--- config.mk ---
export PLATFORM = sky130hd
export DESIGN_NAME = airi5c_fpu_result_buffer
export DESIGN_NICKNAME = d
export VERILOG_FILES = /design/src/rtl/airi5c_fpu_result_buffer.sv
export SDC_FILE = /design/constraint.sdc
export NUM_CORES = 1
export LEC_CHECK = 0
export CAP_MARGIN = 20
export CORE_MARGIN = 2
export CORE_UTILIZATION = 52
export CTS_BUF_LIST = sky130_fd_sc_hd__clkbuf_4 sky130_fd_sc_hd__clkbuf_8
export DETAILED_ROUTE_END_ITERATION = 12
export DONT_BUFFER_PORTS = 1
export GPL_ROUTABILITY_DRIVEN = 0
export HOLD_SLACK_MARGIN = 0.08
export PLACE_DENSITY = 0.76
export SYNTH_ARGS = -nofsm -noshare
export SYNTH_HDL_FRONTEND = slang
export SYNTH_SLANG_ARGS = --single-unit
--- constraint.sdc ---
create_clock -name clk -period 6.9 [get_ports clk]
set_input_delay 0.345 -clock clk [delete_from_list [all_inputs] [get_ports clk]]
set_output_delay 0.345 -clock clk [all_outputs]
set_load 0.005 [all_outputs]
--- src/rtl/airi5c_fpu_result_buffer.sv ---
// FPU result buffer: captures single-cycle sub-unit result pulses into a FIFO for writeback.
// Latency 1 cycle from empty (0 with AIRI5C_FPU_RESULT_BYPASS_EN defined); strictly in order.
// Holds results while out_ack is low; drops and flags err_overflow when full with no pop.
module airi5c_fpu_result_buffer #(
    parameter int N_UNITS = 4,
    parameter int DEPTH   = 2
) (
    input  logic                   clk,
    input  logic                   reset,
    input  logic                   kill,
    input  logic [N_UNITS-1:0]     unit_ready,
    input  logic [32*N_UNITS-1:0]  unit_result,
    input  logic [5*N_UNITS-1:0]   unit_flags,
    output logic                   out_valid,
    output logic [31:0]            out_data,
    output logic [4:0]             out_flags,
    input  logic                   out_ack,
    output logic                   full,
    output logic                   busy,
    output logic                   err_overflow,
    output logic                   err_collision
);

    localparam int AW = (DEPTH > 1) ? $clog2(DEPTH) : 1;

    logic [AW-1:0] wr_ptr;
    logic [AW-1:0] rd_ptr;
    logic [AW:0]   count;
    logic [31:0]   data_mem  [DEPTH];
    logic [4:0]    flags_mem [DEPTH];

    logic          push;
    logic          pop;
    logic          wr_en;
    logic          collision;
    logic          stored_valid;
    logic          bypass_vld;
    logic          bypass_take;
    logic [31:0]   sel_result;
    logic [4:0]    sel_flags;

    // Scan downward so the lowest set index wins.
    always_comb begin
        sel_result = '0;
        sel_flags  = '0;
        for (int i = N_UNITS - 1; i >= 0; i--) begin
            if (unit_ready[i]) begin
                sel_result = unit_result[32*i +: 32];
                sel_flags  = unit_flags[5*i +: 5];
            end
        end
    end

    assign push         = |unit_ready;
    assign collision    = |(unit_ready & (unit_ready - 1'b1));
    assign stored_valid = (count != '0);
    assign full         = (count == (AW+1)'(DEPTH));
    assign busy         = stored_valid;

`ifdef AIRI5C_FPU_RESULT_BYPASS_EN
    assign bypass_vld  = ~stored_valid & push & ~kill;
    assign bypass_take = bypass_vld & out_ack;
`else
    assign bypass_vld  = 1'b0;
    assign bypass_take = 1'b0;
`endif

    assign out_valid = stored_valid | bypass_vld;
    assign pop       = stored_valid & out_ack;
    // A pop in the same cycle frees the slot, so a push into a full FIFO is still legal then.
    assign wr_en     = push & ~bypass_take & (~full | pop) & ~kill;

    always_comb begin
        out_data  = '0;
        out_flags = '0;
        if (stored_valid) begin
            out_data  = data_mem[rd_ptr];
            out_flags = flags_mem[rd_ptr];
        end else if (bypass_vld) begin
            out_data  = sel_result;
            out_flags = sel_flags;
        end
    end

    always_ff @(posedge clk) begin
        if (wr_en) begin
            data_mem[wr_ptr]  <= sel_result;
            flags_mem[wr_ptr] <= sel_flags;
        end
    end

    always_ff @(posedge clk or posedge reset) begin
        if (reset) begin
            wr_ptr        <= '0;
            rd_ptr        <= '0;
            count         <= '0;
            err_overflow  <= 1'b0;
            err_collision <= 1'b0;
        end else if (kill) begin
            wr_ptr        <= '0;
            rd_ptr        <= '0;
            count         <= '0;
            err_overflow  <= 1'b0;
            err_collision <= 1'b0;
        end else begin
            if (collision) begin
                err_collision <= 1'b1;
            end
            if (push & full & ~pop) begin
                err_overflow <= 1'b1;
            end
            if (wr_en) begin
                wr_ptr <= wr_ptr + 1'b1;
            end
            if (pop) begin
                rd_ptr <= rd_ptr + 1'b1;
            end
            case ({wr_en, pop})
                2'b10:   count <= count + 1'b1;
                2'b01:   count <= count - 1'b1;
                default: count <= count;
            endcase
        end
    end

endmodule

==> summary.md <==
| Metric | Value |
|---|---|
| Clock Sinks | `80` |
| Seq/Total Area, Yosys | `51.1%` |
| Final ANT Viol Nets | `0` |
| Worst-Margin Slew | `0.932 ns` |
| Nets@finish | `512` |
| Die height | `slightly below 100 um` |
| Wirelength, routed | `~9700 um` |
| Root Buffer | `clkbuf_8` |
| Inst Count DP | `~450` |
| CP Data Arrival Time | `1.81 ns` |
| Worst setup margin | `4.74 ns` |
| Max Fclk | `roughly 460 MHz` |
| Setup-failing EPs final | `0` |
| Nature of the critical path endpoint | `output port` |
| H-tree depth | `3` |
| Vias in the first global route | `3092` |
| Hold Violations, Final | `0` |
| Drt drc | `0` |
| Fin crit share | `31.3%` |
| Seq cells post-synth | `80` |
| # diodes | `0` |
| Vias | `2999` |
| Hold Path Depth | `2` |
| Worst slew margin | `37.7%` |
| Worst reg2reg path depth | `3` |
| Clock Latency Late Sink | `0.34 ns` |
| PwrDens | `234 nW/um2` |
| Commonest non-fill, non-tap cell in the layout | `edfxtp_1` |
| Run status | `complete, no violations` |
| Filler cells | `743` |
| Setup TNS | `0 ns` |
| FP Rows | `34` |
| Via density | `6.42` |
| Syn avg cell area | `~12 um2` |
| DIE WIDTH | `approximately 98 um` |
| Layout cell share with drive strength beyond 1 | `roughly a quarter` |
| CTS tree | `built` |
| Maximum buffer depth of the clock tree | `2` |
| Initial antenna violation count | `0` |
| Critical-path maximum fanout | `38` |
| Synth cell types | `34` |
| Placeable Area | `8680 um2` |
| Dpl hpwl | `around 6600 um` |
| Yosys warns | `0` |
| Clock Skews | `0.0110 ns` |
| Critical path class | `flip-flop to output port` |
| First-pass DRT Iterations | `4` |
| GR Overflow Total | `0` |
| Max-slew violations | `0` |
| Leak | `1.61 nW` |
| CP Launch Type | `flip-flop` |
| Layout area overhead | `5.66%` |
| RSZ-0062 raised after global routing | `no` |
| Syn Inst Count | `372` |
| Largest net degree at the start of global routing | `79` |
| Net Count, Synth | `528` |
| CTS Buf Count | `9` |
| First-pass GRT wire length | `roughly 15000 um` |
| Worst vdd ir | `between 0.1 and 0.15 mV` |
| Synth Cell Area | `4640 um2` |
| Hold WC Path Type | `input port to flip-flop` |
| Io pins | `between 150 and 200` |
| Starting Density | `53.5%` |
| GR Util All Layers | `19.9%` |
| Final Non-Filler Cells | `around 470` |
| Post_cts resized | `0` |
| Pre-CTS setup slack | `4.77 ns` |
| Max-cap check violation count | `0` |
| Routed len/inst | `20.8 um` |
| Commonest non-fill, non-tap cells in the layout | `edfxtp_1, nor2_1, nand2_1, mux2i_1, nor2b_1` |
| DIE AREA | `9690 um2` |
| Port Buffer Count | `0` |
| DR iter-0 viols | `157` |
| Clock Pin Slew Worst Setup and Hold Paths | `~0.08 ns` |
| Fin crit period | `roughly 2.2 ns` |
| Required @ worst endpoint | `between 6 and 7 ns` |
routing by layer:
layer | global-route usage (%) | vias to the layer above | routed length, um
li1 | - | 1379 | -
met1 | 22.9 | 1463 | 3740
met2 | 35.1 | 134 | 5060
met3 | 4.61 | 23 | 651
met4 | 9.38 | 0 | 257
met5 | 0 | - | 0
Yosys cell counts:
cell type / n / area (um2)
edfxtp_1: 74 / 2220
nor2_1: 42 / 158
mux2i_1: 37 / 370
nand2_1: 37 / 139
nor2b_1: 37 / 231
a221oi_2: 31 / 465
o31ai_2: 30 / 375
buf_2: 19 / 95.1
clkbuf_1: 8 / 30.0
a21oi_1: 7 / 35.0
a221oi_1: 6 / 52.6
dfrtp_1: 6 / 150
o31ai_1: 6 / 45.0
inv_1: 5 / 18.8
buf_12: 3 / 60.1
buf_4: 3 / 22.5
o21ai_1: 3 / 15.0
nor4_1: 2 / 12.5
a2111oi_2: 1 / 15.0
a211o_1: 1 / 8.76
a211o_2: 1 / 10.0
a22o_1: 1 / 8.76
buf_1: 1 / 3.75
dlygate4sd1_1: 1 / 8.76
inv_2: 1 / 3.75
nand3_1: 1 / 5.00
nor3b_1: 1 / 7.51
nor4_4: 1 / 21.3
nor4b_1: 1 / 8.76
o21ai_0: 1 / 5.00
or3_1: 1 / 6.26
or4_4: 1 / 11.3
xnor2_1: 1 / 8.76
xor2_1: 1 / 8.76
metrics by stage:
stage | power (W) | hold slack [ns] | util, % | cell area, um2
2_1_floorplan | 0.000755 | 0.136 | - | 4640
3_3_place_gp | 0.000759 | 0.175 | 53.2 | 4610
3_5_place_dp | 0.000766 | 0.181 | 53.2 | 4610
4_1_cts | 0.00116 | 0.155 | 55.9 | 4850
5_1_grt | 0.00120 | 0.172 | 56.5 | 4900
6_report | 0.00115 | 0.171 | 56.5 | 4900
sequential cells by signal, indices dropped and copies added (netlist names):
signal and count:
count 2, data_mem 64, err_collision 1, err_overflow 1
flags_mem 10, rd_ptr 1, wr_ptr 1
final timing paths:
kind,slack (ns),to,start
max,4.74,out_flags[4],count[0]
min,0.17,count[0],out_ack
max reg2reg,5.19,flags_mem[1][2],count[0]
min reg2reg,0.53,err_collision,err_collision
max in group asynchronous,6.28,rd_ptr,reset
min in group asynchronous,0.38,err_collision,reset
worst max-delay path, stage by stage (launching register included):
cell,delay [ns]
dfrtp_1,0.48
nor2_4,0.76
nor2_1,0.23
timing repair:
action	CTS	global route
endpoints found under the hold margin	12	0
hold buffers	2	0
setup buffers	0	0
final cells by class:
| class | count | area, um2 | area share, % |
|---|---|---|---|
| clock buffers | 9 | 124 | 2.53 |
| clock inverters | 5 | 97.6 | 1.99 |
| inverters | 6 | 22.5 | 0.459 |
| multi-input cells | 251 | 2050 | 41.9 |
| flip-flops and latches | 80 | 2370 | 48.4 |
| well taps | 108 | 135 | 2.76 |
| repair buffers | 8 | 97.6 | 1.99 |
cells by family after synthesis:
group                  count (synthesis)  synth area share (%)
XOR/XNOR                               2                 0.378
multiplexers                          37                  7.98
flip-flops                            80                  51.1
buffers and inverters                 41                  5.23
AO/OA/AOI/OAI                         88                  22.3
AND/OR/NAND/NOR                      124                  12.9
where the power goes:
part	internal, W	total, W	leakage [nW]	switching (W)
sequential	0.000573	0.000589	0.773	0.0000159
combinational	0.0000737	0.000168	0.726	0.0000940
clock	0.000234	0.000390	0.110	0.000156
total	0.000881	0.00115	1.61	0.000266
Note: power is estimated with default switching activity, not from simulation.
